## src/rtl/burst_deserializer_if.sv

```systemverilog
// rtl/burst_deserializer_if.sv - parallel word hand-off and status bundle of the burst deserializer
interface burst_deserializer_if #(
    parameter int WORD_W = 32,
    parameter int CNT_W  = $clog2(WORD_W + 1)
);
    logic [WORD_W-1:0] rd_data;
    logic              rd_valid;
    logic              rd_ready;
    logic              frame_err;
    logic              overrun;
    logic [CNT_W-1:0]  bit_cnt;

    modport master (
        output rd_data,
        output rd_valid,
        output frame_err,
        output overrun,
        output bit_cnt,
        input  rd_ready
    );

    modport slave (
        input  rd_data,
        input  rd_valid,
        input  frame_err,
        input  overrun,
        input  bit_cnt,
        output rd_ready
    );
endinterface

```

## src/rtl/burst_deserializer.sv

```systemverilog
// rtl/burst_deserializer.sv - oversampling receiver for enable-framed serial clock bursts
module burst_deserializer #(
    parameter int WORD_W      = 32,
    parameter int SYNC_STAGES = 2,
    parameter bit MSB_FIRST   = 1'b1
) (
    input  logic                  clk,
    input  logic                  reset,
    input  logic                  ser_en,
    input  logic                  ser_clk,
    input  logic                  ser_data,
    burst_deserializer_if.master  rd
);
    localparam int               CNT_W   = $clog2(WORD_W + 1);
    localparam logic [CNT_W-1:0] CNT_MAX = CNT_W'(WORD_W);
    localparam int               SET_W   = $clog2(SYNC_STAGES + 1);
    localparam logic [SET_W-1:0] SET_MAX = SET_W'(SYNC_STAGES);

    typedef enum logic [1:0] {
        S_IDLE = 2'd0,
        S_RECV = 2'd1,
        S_DONE = 2'd2
    } state_t;

    state_t state_q, state_d;

    logic [SYNC_STAGES-1:0] en_sync, clk_sync, data_sync;
    logic                   en_hist, clk_hist;
    logic                   en_s, clk_s, data_s;
    logic                   en_rise, en_fall, clk_rise;
    logic [SET_W-1:0]       settle_cnt;
    logic                   armed;
    logic                   en_start;

    logic [WORD_W-1:0]      shift_q, shift_d;
    logic [CNT_W-1:0]       cnt_q, cnt_d;
    logic                   extra_q, extra_d;
    logic                   start_burst, take_bit, eval;
    logic                   good;

    logic [WORD_W-1:0]      rd_data_q;
    logic                   rd_valid_q, frame_err_q, overrun_q;

    always_ff @(posedge clk or negedge reset) begin
        if (!reset) begin
            en_sync   <= '0;
            clk_sync  <= '0;
            data_sync <= '0;
            en_hist   <= 1'b0;
            clk_hist  <= 1'b0;
        end else begin
            en_sync   <= {en_sync[SYNC_STAGES-2:0], ser_en};
            clk_sync  <= {clk_sync[SYNC_STAGES-2:0], ser_clk};
            data_sync <= {data_sync[SYNC_STAGES-2:0], ser_data};
            en_hist   <= en_sync[SYNC_STAGES-1];
            clk_hist  <= clk_sync[SYNC_STAGES-1];
        end
    end

    assign en_s     = en_sync[SYNC_STAGES-1];
    assign clk_s    = clk_sync[SYNC_STAGES-1];
    assign data_s   = data_sync[SYNC_STAGES-1];
    assign en_rise  = en_s & ~en_hist;
    assign en_fall  = ~en_s & en_hist;
    assign clk_rise = clk_s & ~clk_hist;

    // A burst already running when reset is released must not be taken: only
    // arm once the synchronizers have filled and ser_en has been seen low.
    always_ff @(posedge clk or negedge reset) begin
        if (!reset) begin
            settle_cnt <= '0;
            armed      <= 1'b0;
        end else begin
            if (settle_cnt != SET_MAX)
                settle_cnt <= settle_cnt + SET_W'(1);
            if (settle_cnt == SET_MAX && !en_s)
                armed <= 1'b1;
        end
    end

    assign en_start = en_rise & armed;

    always_ff @(posedge clk or negedge reset) begin
        if (!reset)
            state_q <= S_IDLE;
        else
            state_q <= state_d;
    end

    always_comb begin
        state_d = state_q;
        case (state_q)
            S_IDLE:  if (en_start) state_d = S_RECV;
            S_RECV:  if (en_fall)  state_d = S_DONE;
            S_DONE:  state_d = en_start ? S_RECV : S_IDLE;
            default: state_d = S_IDLE;
        endcase
    end

    // S_DONE is the one-cycle evaluation slot after en_fall, so a clk_rise
    // coinciding with the fall is already in cnt_q when the burst is judged.
    always_comb begin
        start_burst = 1'b0;
        take_bit    = 1'b0;
        eval        = 1'b0;
        case (state_q)
            S_IDLE: begin
                start_burst = en_start;
                take_bit    = en_start & clk_rise;
            end
            S_RECV: begin
                take_bit    = clk_rise;
            end
            S_DONE: begin
                eval        = 1'b1;
                start_burst = en_start;
                take_bit    = en_start & clk_rise;
            end
            default: ;
        endcase
    end

    always_comb begin
        shift_d = start_burst ? '0 : shift_q;
        cnt_d   = start_burst ? '0 : cnt_q;
        extra_d = (start_burst || eval) ? 1'b0 : extra_q;
        if (take_bit) begin
            if (cnt_d == CNT_MAX) begin
                extra_d = 1'b1;
            end else begin
                if (MSB_FIRST)
                    shift_d = {shift_d[WORD_W-2:0], data_s};
                else
                    shift_d = {data_s, shift_d[WORD_W-1:1]};
                cnt_d = cnt_d + CNT_W'(1);
            end
        end
    end

    always_ff @(posedge clk or negedge reset) begin
        if (!reset) begin
            shift_q <= '0;
            cnt_q   <= '0;
            extra_q <= 1'b0;
        end else begin
            shift_q <= shift_d;
            cnt_q   <= cnt_d;
            extra_q <= extra_d;
        end
    end

    assign good = eval && (cnt_q == CNT_MAX) && !extra_q;

    always_ff @(posedge clk or negedge reset) begin
        if (!reset) begin
            rd_data_q   <= '0;
            rd_valid_q  <= 1'b0;
            frame_err_q <= 1'b0;
            overrun_q   <= 1'b0;
        end else begin
            frame_err_q <= eval && !good;
            overrun_q   <= 1'b0;
            if (good) begin
                rd_data_q  <= shift_q;
                rd_valid_q <= 1'b1;
                overrun_q  <= rd_valid_q && !rd.rd_ready;
            end else if (rd_valid_q && rd.rd_ready) begin
                rd_valid_q <= 1'b0;
            end
        end
    end

    assign rd.rd_data   = rd_data_q;
    assign rd.rd_valid  = rd_valid_q;
    assign rd.frame_err = frame_err_q;
    assign rd.overrun   = overrun_q;
    assign rd.bit_cnt   = cnt_q;

endmodule

```

## src/flat_wrapper.sv

```systemverilog
// flat-port wrapper written by rule: the top's interface ports become plain ports
module burst_deserializer_flat 
#(
    parameter int WORD_W      = 32,
    parameter int SYNC_STAGES = 2,
    parameter bit MSB_FIRST   = 1'b1
)
  (clk, reset, ser_en, ser_clk, ser_data, rd_rd_data, rd_rd_valid, rd_frame_err, rd_overrun, rd_bit_cnt, rd_rd_ready);
  burst_deserializer_if #(.WORD_W(WORD_W)) rd_i ();
  input  logic clk;
  input  logic reset;
  input  logic ser_en;
  input  logic ser_clk;
  input  logic ser_data;
  output wire logic [$bits(rd_i.rd_data)-1:0] rd_rd_data;
  output wire logic [$bits(rd_i.rd_valid)-1:0] rd_rd_valid;
  output wire logic [$bits(rd_i.frame_err)-1:0] rd_frame_err;
  output wire logic [$bits(rd_i.overrun)-1:0] rd_overrun;
  output wire logic [$bits(rd_i.bit_cnt)-1:0] rd_bit_cnt;
  input wire logic [$bits(rd_i.rd_ready)-1:0] rd_rd_ready;
  assign rd_rd_data = rd_i.rd_data;
  assign rd_rd_valid = rd_i.rd_valid;
  assign rd_frame_err = rd_i.frame_err;
  assign rd_overrun = rd_i.overrun;
  assign rd_bit_cnt = rd_i.bit_cnt;
  assign rd_i.rd_ready = rd_rd_ready;
  burst_deserializer #(.WORD_W(WORD_W), .SYNC_STAGES(SYNC_STAGES), .MSB_FIRST(MSB_FIRST)) u_core (.clk(clk), .reset(reset), .ser_en(ser_en), .ser_clk(ser_clk), .ser_data(ser_data), .rd(rd_i));
endmodule
```

## config.mk

```make
export PLATFORM = sky130hd
export DESIGN_NAME = burst_deserializer_flat
export DESIGN_NICKNAME = d
export VERILOG_FILES = /design/src/rtl/burst_deserializer_if.sv /design/src/rtl/burst_deserializer.sv /design/src/flat_wrapper.sv
export SDC_FILE = /design/constraint.sdc
export NUM_CORES = 1
export LEC_CHECK = 0
export ABC_AREA = 0
export CELL_PAD_IN_SITES_DETAIL_PLACEMENT = 1
export CELL_PAD_IN_SITES_GLOBAL_PLACEMENT = 1
export CORE_ASPECT_RATIO = 0.75
export CORE_UTILIZATION = 48
export DETAILED_ROUTE_END_ITERATION = 8
export PLACE_DENSITY = 0.92
export SYNTH_ARGS = -nofsm -noshare
export SYNTH_HDL_FRONTEND = slang
export SYNTH_SLANG_ARGS = --single-unit
```

## constraint.sdc

```tcl
create_clock -name clk -period 2.7 [get_ports clk]
set_clock_uncertainty 0.05 [all_clocks]
set_input_delay 0.405 -clock clk [delete_from_list [all_inputs] [get_ports clk]]
set_output_delay 0.405 -clock clk [all_outputs]
set_load 0.005 [all_outputs]
```

==> impl_metrics.tcl, run 1 <==
set metrics [dict create \
    status "finished clean" \
    synthMuxAreaShare_pct 21.9 \
    grt_util_met1_pct 29.8 \
    numPortBuffers 46 \
    drt_iter0_drc 72 \
    num_vias 2139 \
    synth_warnings 0 \
    area_growth_pct 21.1 \
    routed_via_density 5.29 \
    grt_use_total_pct 21.6 \
    path_buf_inv 1 \
    min_period_ns 2.03 \
    antennaDiodeCount 0 \
    min_path_type "reg2reg" \
    nets 308 \
    hold_path_end "u_core.en_sync[1]" \
    busiest_layer "met2" \
    die_x_um 101 \
    synthFlopType "dfrtp_1" \
    core_um2 6960 \
    async_flop_share_pct 100 \
    crit_slowest_cell "nor4b_4" \
    fin_setup_tns_ns 0 \
    drive_above_1_share_pct 18.3 \
    antenna_left 0 \
    worst_slew_pin_slew_ns 0.597 \
    reg2reg_to "u_core.rd.rd_data[13]" \
    maxSlewHeadroom_pct 59.7 \
    grt_pass1_vias 2374 \
    wl_per_cell_um 17.7 \
    dr.pass1.iters 4 \
    synth_fp_nets 256 \
    synth_xor_area_share_pct 0.247 \
    reg2reg_setup_slack_ns 0.67 \
    synth.distinct_cells 36 \
    cellLeakagePower_uw 0.00205 \
    hp-start "u_core.en_sync[0]" \
    root_buffer "clkbuf_8" \
    cts_made_buffers 9 \
    remaining_drc_errors 0 \
    ys_seq_area_share_pct 61.5 \
    start_kind "flop" \
    die_area_um2 7730 \
    r2r_cells 4 \
    holdWs_ns 0.317 \
    drt-total-wl_mm 7.16 \
    r2r_start "u_core.rd.bit_cnt[2]" \
    synth_seq_cells 87 \
    finalMaxSlewViolations 0 \
    overflow 0 \
    worstPathCellList "nor4b_4 -> nand3_4 -> buf_4 -> mux2_4" \
    peakVddDrop_mv 0.467 \
    cpLargestDelayFamily "simple AND/OR/NAND/NOR gates" \
    rows 26 \
    netlist_area_um2 3540 \
    synth_edf_count 0 \
    gp_congestion 0.797 \
    final_util_pct 61.6 \
    setup_viol_count_final 0 \
    crit_type "reg2reg" \
    dp_slack_ns 0.686 \
    ios 47 \
    min_path_cells 0 \
    path_clk_slew_ns 0.09 \
    cts_max_level 3 \
    endpoint_kind "flop" \
    hold_violations 0 \
    syn-instance-count 249 \
    synth_top_family_by_area "multiplexers" \
    clock_path_buffers 2 \
    synth_compound_area_share_pct 3.75 \
    yosys.area_share.simple_pct 8.80 \
    use_met2_pct 33.5 \
    tritoncts "done" \
    synth.avg_cell_area_um2 14.2 \
    die_y_um 76.4 \
    cts.sinks 87 \
    rsz0062_at_grt "no" \
    worstSkewPairLatency_ns 0.35 \
    grt_start_max_net_pins 48 \
    critPathMaxStageDelay_ns 0.54 \
    cp.required_ns 2.88 \
    maxCapViolCount 0 \
    post-dp-hpwl_mm 4.80 \
    cts_setup_buffers 0 \
    synth_fa_ha_area_share_pct 0.353 \
    n_fill_cell 699 \
    powerDensity_nw_per_um2 561 \
    fin_ws_ns 0.671 \
    period_share_pct 75.2 \
    grt_antenna_before_repair 0 \
    grtUsageMet3_pct 5.32 \
    fmax_ghz 0.493 \
    arrival_ns 2.21 \
    crit_path_max_fanout 34 \
    start_util_pct 50.8 \
    dp.cells 387 \
    grt_first_pass_wirelength_mm 12.6 \
    stdcell_count 404 \
]
-- placed cells by master (no fill, tap or decap), types with 3 or more instances in the layout --
| cell | Yosys | layout |
|---|---|---|
| a21oi_1 | 6 | 5 |
| buf_4 | 1 | 6 |
| clkbuf_8 | 0 | 9 |
| clkdlybuf4s50_1 | 0 | 45 |
| dfrtp_1 | 87 | 87 |
| inv_1 | 7 | 7 |
| mux2_2 | 4 | 4 |
| mux2_4 | 28 | 28 |
| mux2i_1 | 31 | 31 |
| nand2_1 | 36 | 36 |
| nor2b_1 | 3 | 3 |
| o21ai_0 | 4 | 4 |
| or3_1 | 3 | 3 |
-- how the worst max path moves through the flow --
stage | depth (start not counted) | start | slack (ns) | endpoint
detailed placement | 4 | u_core.state_q[1] | 0.69 | u_core.shift_q[6]
global placement | 4 | u_core.state_q[1] | 0.77 | u_core.shift_q[0]
finish | 4 | u_core.rd.bit_cnt[2] | 0.67 | u_core.rd.rd_data[13]
global route | 4 | u_core.state_q[0] | 0.45 | u_core.shift_q[5]
CTS | 4 | u_core.state_q[1] | 0.65 | u_core.shift_q[5]
floorplan | 4 | u_core.rd.bit_cnt[2] | 1.0 | u_core.rd.rd_data[12]
-- stage by stage --
step                      total power (µW)  area [µm²]
after floorplan                       1460        3540
after global routing                  2510        4290
final                                 2400        4290
after global placement                1530        4090
after CTS                             2440        4290
after detailed placement              1550        4090
-- cells by family after synthesis --
| kind of cell | Yosys count |
|---|---|
| fa+ha+maj | 1 |
| simple gates | 58 |
| xor+xnor | 1 |
| buf+inv | 19 |
| compound gates | 20 |
| mux | 63 |
| flops | 87 |
-- metal layers --
| layer | part of all wire, % | wire (µm) |
|---|---|---|
| met1 | 47 | 3380 |
| met2 | 48 | 3430 |
| met3 | 3.4 | 246 |
| met4 | 1.5 | 107 |
| met5 | 0 | 0 |
-- sequential cells by signal, indices dropped and copies added, names as in the netlist --
name and count:
u_core.clk_hist 1, u_core.rd.frame_err 1, u_core.en_sync 2, u_core.rd.overrun 1
u_core.en_hist 1, u_core.shift_q 32, u_core.rd.bit_cnt 6, u_core.settle_cnt 2
u_core.clk_sync 2, u_core.armed 1, u_core.data_sync 2, u_core.extra_q 1
u_core.state_q 2, u_core.rd.rd_data 32, u_core.rd.rd_valid 1
-- synth_stat cells, types with 2 or more instances --
master,instances,area [µm²]
a21o_1,2,15.0
a21oi_1,6,30.0
buf_6,6,67.6
clkbuf_1,4,15.0
dfrtp_1,87,2180
inv_1,7,26.3
mux2_2,4,45.0
mux2_4,28,420
mux2i_1,31,310
nand2_1,36,135
nand2b_1,2,12.5
nand3_1,2,10.0
nand4_1,2,12.5
nand4bb_1,2,22.5
nor2_1,2,7.51
nor2b_1,3,18.8
o21ai_0,4,20.0
or3_1,3,18.8
-- power by group --
group	leakage [µW]	internal [µW]	switching [µW]
Combinational	0.000781	60.6	103
Sequential	0.00118	1330	33.9
Clock	0.0000895	428	451
Total	0.00205	1820	588
-- cell type report --
type,instances,area (µm²),area share [%]
Clock buffer,11,131,3.06
Clock inverter,5,58.8,1.37
Inverter,7,26.3,0.613
Multi-Input combinational cell,143,1240,29.0
Sequential cell,87,2180,50.8
Tap cell,98,123,2.86
Timing Repair Buffer,53,526,12.3
-- timing repair --
| action | in CTS | in global routing |
|---|---|---|
| hold buffers | 1 | 0 |
| resized for setup | 0 | 0 |
| hold endpoints to repair | 40 | 0 |
Note: power is estimated with default switching activity, not from simulation.
==> inputs of run 2 (changes only) <==
CORE_UTILIZATION = 40   (was 48)
PLACE_DENSITY = 0.83   (was 0.92)
clock period = 1.7 ns   (was 2.7 ns; I/O delays follow)
==> impl_metrics.tcl, run 2 (same netlist as run 1, synthesis figures left out) <==
set metrics [dict create \
    remaining_drc_errors 0 \
    grt_antenna_before_repair 0 \
    multi_input_area_um2 1260 \
    start_kind "flop" \
    antennaDiodeCount 0 \
    fin_setup_tns_ns -1.43 \
    crit_path_max_fanout 19 \
    endpoint_kind "flop" \
    drt-total-wl_mm 7.90 \
    dp_slack_ns -0.0699 \
    core_um2 8530 \
    peakVddDrop_mv 0.458 \
    worst_slew_pin_slew_ns 0.414 \
    final_area_um2 4630 \
    cts_max_level 3 \
    cp.required_ns 1.87 \
    routed_via_density 5.07 \
    overflow 0 \
    status "complete, but fails checks" \
    nets 327 \
    cellLeakagePower_uw 0.00227 \
    drt_iter0_drc 61 \
    rows 29 \
    start_util_pct 41.5 \
    powerDensity_nw_per_um2 940 \
    hold_violations 0 \
    crit_type "reg2reg" \
    setup_viol_count_final 33 \
    drive_above_1_share_pct 24.6 \
    fmax_ghz 0.568 \
    clock_path_buffers 2 \
    n_fill_cell 827 \
    root_buffer "clkbuf_16" \
    die_area_um2 9230 \
    num_vias 2194 \
    grt_first_pass_wirelength_mm 12.8 \
    area_growth_pct 30.9 \
    seq_area_um2 2180 \
    die_y_um 83.5 \
    grt_start_max_net_pins 46 \
    arrival_ns 1.93 \
    post-dp-hpwl_mm 4.92 \
    finalMaxSlewViolations 0 \
    gp_congestion 0.776 \
    final_cell_mix "87 x dfrtp_1, 42 x clkdlybuf4s50_1, 36 x nand2_1" \
    violations "negative setup slack" \
    ios 47 \
    grt_pass1_vias 2406 \
    period_share_pct 104 \
    antenna_left 0 \
    maxSlewHeadroom_pct 72.3 \
    place_area_um2 4250 \
    rsz0062_at_grt "yes" \
    cts_made_buffers 9 \
    grt_use_total_pct 18.0 \
    cts.sinks 87 \
    dr.pass1.iters 4 \
    fin_ws_ns -0.0601 \
    tritoncts "done" \
    final_common_cell "dfrtp_1" \
    path_clk_slew_ns 0.06 \
    min_path_type "reg2reg" \
    die_x_um 111 \
    wl_per_cell_um 18.2 \
    numPortBuffers 46 \
    min_period_ns 1.76 \
    worstSkewPairLatency_ns 0.34 \
    maxCapViolCount 0 \
]
run 2: cell count changes in the layout (fill, tap and decap cells not counted), sizes merged:
cell,previous run,this run
buf,7,25
bufinv,1,0
clkdlybuf4s50,45,42
clkinvlp,2,3
dlymetal6s2s,0,3
inv,7,8
run 2: area by class of cell:
class	instances	share of cell area [%]
Inverter	7	0.567
Timing Repair Buffer	72	16.2
Tap cell	108	2.92
Sequential cell	87	47.0
Multi-Input combinational cell	143	27.2
Clock buffer	10	5.16
Clock inverter	6	0.972
run 2: layer usage:
metal / up-vias / wire [µm] / GRT usage [%]
met2: 49 / 3990 / 29.5
met3: 12 / 278 / 4.65
li1: 1016 / - / -
met1: 1117 / 3510 / 23.1
met4: 0 / 121 / 6.91
met5: - / 0 / 0
run 2: what timing repair did:
| action | CTS | global route |
|---|---|---|
| hold buffers | 1 | 0 |
| setup endpoints to repair | 15 | 45 |
| hold endpoints to repair | 26 | 0 |
| buffers inserted | 3 | 1 |
| pin swaps | 1 | 1 |
| resized for setup | 0 | 8 |
| cloned | 0 | 1 |
run 2: power breakdown:
part | leakage (µW) | switching (µW) | internal [µW]
registers | 0.00118 | 30.8 | 2110
clock network | 0.000131 | 829 | 1030
logic | 0.000957 | 203 | 152
run 2: final timing paths:
path                       slack [ns]            startpoint                     to  cells past startpoint
hold / removal                   0.30     u_core.en_sync[0]      u_core.en_sync[1]                      0
min in group asynchronous        0.33                 reset  u_core.rd.rd_data[31]                      2
setup / recovery                -0.06  u_core.rd.bit_cnt[3]  u_core.rd.rd_data[23]                      5
setup reg to reg                -0.06  u_core.rd.bit_cnt[3]  u_core.rd.rd_data[23]                      5
max in group asynchronous        0.72                 reset      u_core.shift_q[7]                      3
hold reg to reg                  0.30     u_core.en_sync[0]      u_core.en_sync[1]                      0
run 2: worst max-delay path, cell delays in order (launching register included):
cell     delay (ns)
dfrtp_1        0.42
nor4b_4        0.37
buf_4          0.19
nand3_4        0.09
buf_12         0.20
mux2_4         0.30
run 2: per-stage QoR:
step	power, µW	hold slack [ns]	util (%)	cells
after floorplan	2320	-0.0906	-	249
after global placement	2500	0.156	49.9	411
after detailed placement	2510	0.165	49.9	411
after CTS	4390	0.290	53.6	431
after global routing	4520	0.305	54.4	433
final	4360	0.302	54.4	433
==> inputs of run 3 (changes only) <==
CORE_MARGIN = 4   (was not set)
CORE_UTILIZATION = 30   (was 40)
PLACE_DENSITY = 0.68   (was 0.83)
==> impl_metrics.tcl, run 3 (same netlist as run 1, synthesis figures left out) <==
set metrics [dict create \
    die_area_um2 13600 \
    finalMaxSlewViolations 0 \
    final_common_cell "dfrtp_1" \
    num_vias 2171 \
    post-dp-hpwl_mm 5.00 \
    grt_start_max_net_pins 39 \
    cellLeakagePower_uw 0.00227 \
    met1_length_mm 3.46 \
    grt_antenna_before_repair 0 \
    crit_cells 5 \
    peakVddDrop_mv 0.446 \
    crit_type "reg2reg" \
    routed_via_density 4.48 \
    die_y_um 102 \
    rsz0062_at_grt "yes" \
    remaining_drc_errors 0 \
    final_area_um2 4730 \
    area_growth_pct 33.6 \
    cts_made_buffers 9 \
    dp_slack_ns -0.0425 \
    hold_violations 0 \
    clock_path_buffers 2 \
    maxSlewHeadroom_pct 77.1 \
    powerDensity_nw_per_um2 955 \
    rows 34 \
    min_path_type "in2async" \
    wl_met3_um 437 \
    reg2reg_setup_slack_ns 0.02 \
    final_cell_mix "87 x dfrtp_1, 43 x clkdlybuf4s50_1, 36 x nand2_1" \
    path_clk_slew_ns 0.07 \
    antennaDiodeCount 0 \
    core_um2 11600 \
    pwr-share-clk_pct 44.6 \
    worstPathCellList "nor4b_4 -> buf_4 -> nand3_4 -> buf_12 -> mux2_4" \
    min_period_ns 1.68 \
    r2r_start "u_core.rd.bit_cnt[4]" \
    place_area_um2 4310 \
    numPortBuffers 46 \
    drive_above_1_share_pct 24.1 \
    grt_pass1_vias 2388 \
    endpoint_kind "flop" \
    dp.cells 463 \
    nets 325 \
    worstSkewPairLatency_ns 0.34 \
    root_buffer "clkbuf_16" \
    critPathMaxStageDelay_ns 0.40 \
    status "finished clean" \
    crit_path_max_fanout 20 \
    combPwrFrac_pct 8.0 \
    gp_congestion 0.753 \
    dr.pass1.iters 4 \
    period_share_pct 98.9 \
    cpLargestDelayFamily "simple AND/OR/NAND/NOR gates" \
    swShare_pct 23.4 \
    stdcell_count 485 \
    pwr-share-seq_pct 47.4 \
    drt-total-wl_mm 7.47 \
    crit_slowest_cell "dfrtp_1" \
    tritoncts "done" \
    start_util_pct 30.6 \
    grt_use_total_pct 11.7 \
    start_kind "flop" \
    fmax_ghz 0.595 \
    setup_viol_count_final 0 \
    grt_first_pass_wirelength_mm 12.5 \
    overflow 0 \
    fin_setup_tns_ns 0 \
    reg2reg_to "u_core.rd.rd_data[24]" \
    worst_slew_pin_slew_ns 0.343 \
    wl_per_cell_um 15.4 \
    fin_ws_ns 0.0192 \
    antenna_left 0 \
    cts.sinks 87 \
    ios 47 \
    holdWs_ns 0.302 \
    arrival_ns 1.85 \
    die_x_um 133 \
    wl_met2_mm 3.51 \
    internal_power_uw 3460 \
    cts_max_level 3 \
    cp-startpoint "u_core.rd.bit_cnt[4]" \
    path_buf_inv 2 \
    drt_iter0_drc 124 \
    r2r_cells 5 \
    highest_layer "met4" \
    cp.required_ns 1.87 \
    net-switching-power_uw 1060 \
    maxCapViolCount 0 \
]
[run 3: timing repair]
item / 4_1_cts / 5_1_grt
endpoints found under the setup margin: 32 / 66
pin swaps: 1 / 2
hold endpoints to repair: 20 / 0
resized for setup: 2 / 10
cloned: 0 / 1
hold buffers: 1 / 0
buffers inserted: 1 / 3
[run 3: worst register-to-register path, stage by stage, from the launching register on]
cell     delay (ns)
dfrtp_1        0.40
nor4b_4        0.34
buf_4          0.18
nand3_4        0.09
buf_12         0.19
mux2_4         0.32
[run 3: how the worst max path moves through the flow]
stage,end,slack [ns]
finish,u_core.rd.rd_data[24],0.02
global route,u_core.rd.rd_data[2],-0.08
CTS,rd_bit_cnt[2],-0.008
detailed placement,u_core.shift_q[27],-0.04
global placement,u_core.shift_q[17],0.04
floorplan,u_core.rd.rd_data[12],0.02
[run 3: area by class of cell]
| type | count | area [µm²] |
|---|---|---|
| tap | 162 | 203 |
| inverter | 7 | 26.3 |
| fill | 1225 | 6840 |
| timing repair buffer | 70 | 744 |
| multi-input combinational | 143 | 1270 |
| clock inverter | 6 | 67.6 |
| sequential | 87 | 2180 |
| clock buffer | 10 | 239 |
[run 3: power groups by stage]
| stage | Combinational [µW] | Sequential (µW) | Clock (µW) |
|---|---|---|---|
| floorplan | 138 | 2180 | 0 |
| global placement | 326 | 2170 | 0 |
| detailed placement | 335 | 2180 | 0 |
| CTS | 340 | 2140 | 2070 |
| global route | 400 | 2150 | 2170 |
| finish | 360 | 2140 | 2020 |
[run 3: per-layer routing]
layer | up-vias | global-route usage (%)
met5 | - | 0
met4 | 0 | 2.61
met3 | 5 | 5.12
met2 | 43 | 18.4
met1 | 1113 | 15.2
li1 | 1010 | -
[run 3: through the flow]
step                total power (µW)  util (%)
finish                          4520      40.9
global placement                2500      37.2
detailed placement              2510      37.2
CTS                             4550      40.1
floorplan                       2320         -
global route                    4720      40.9
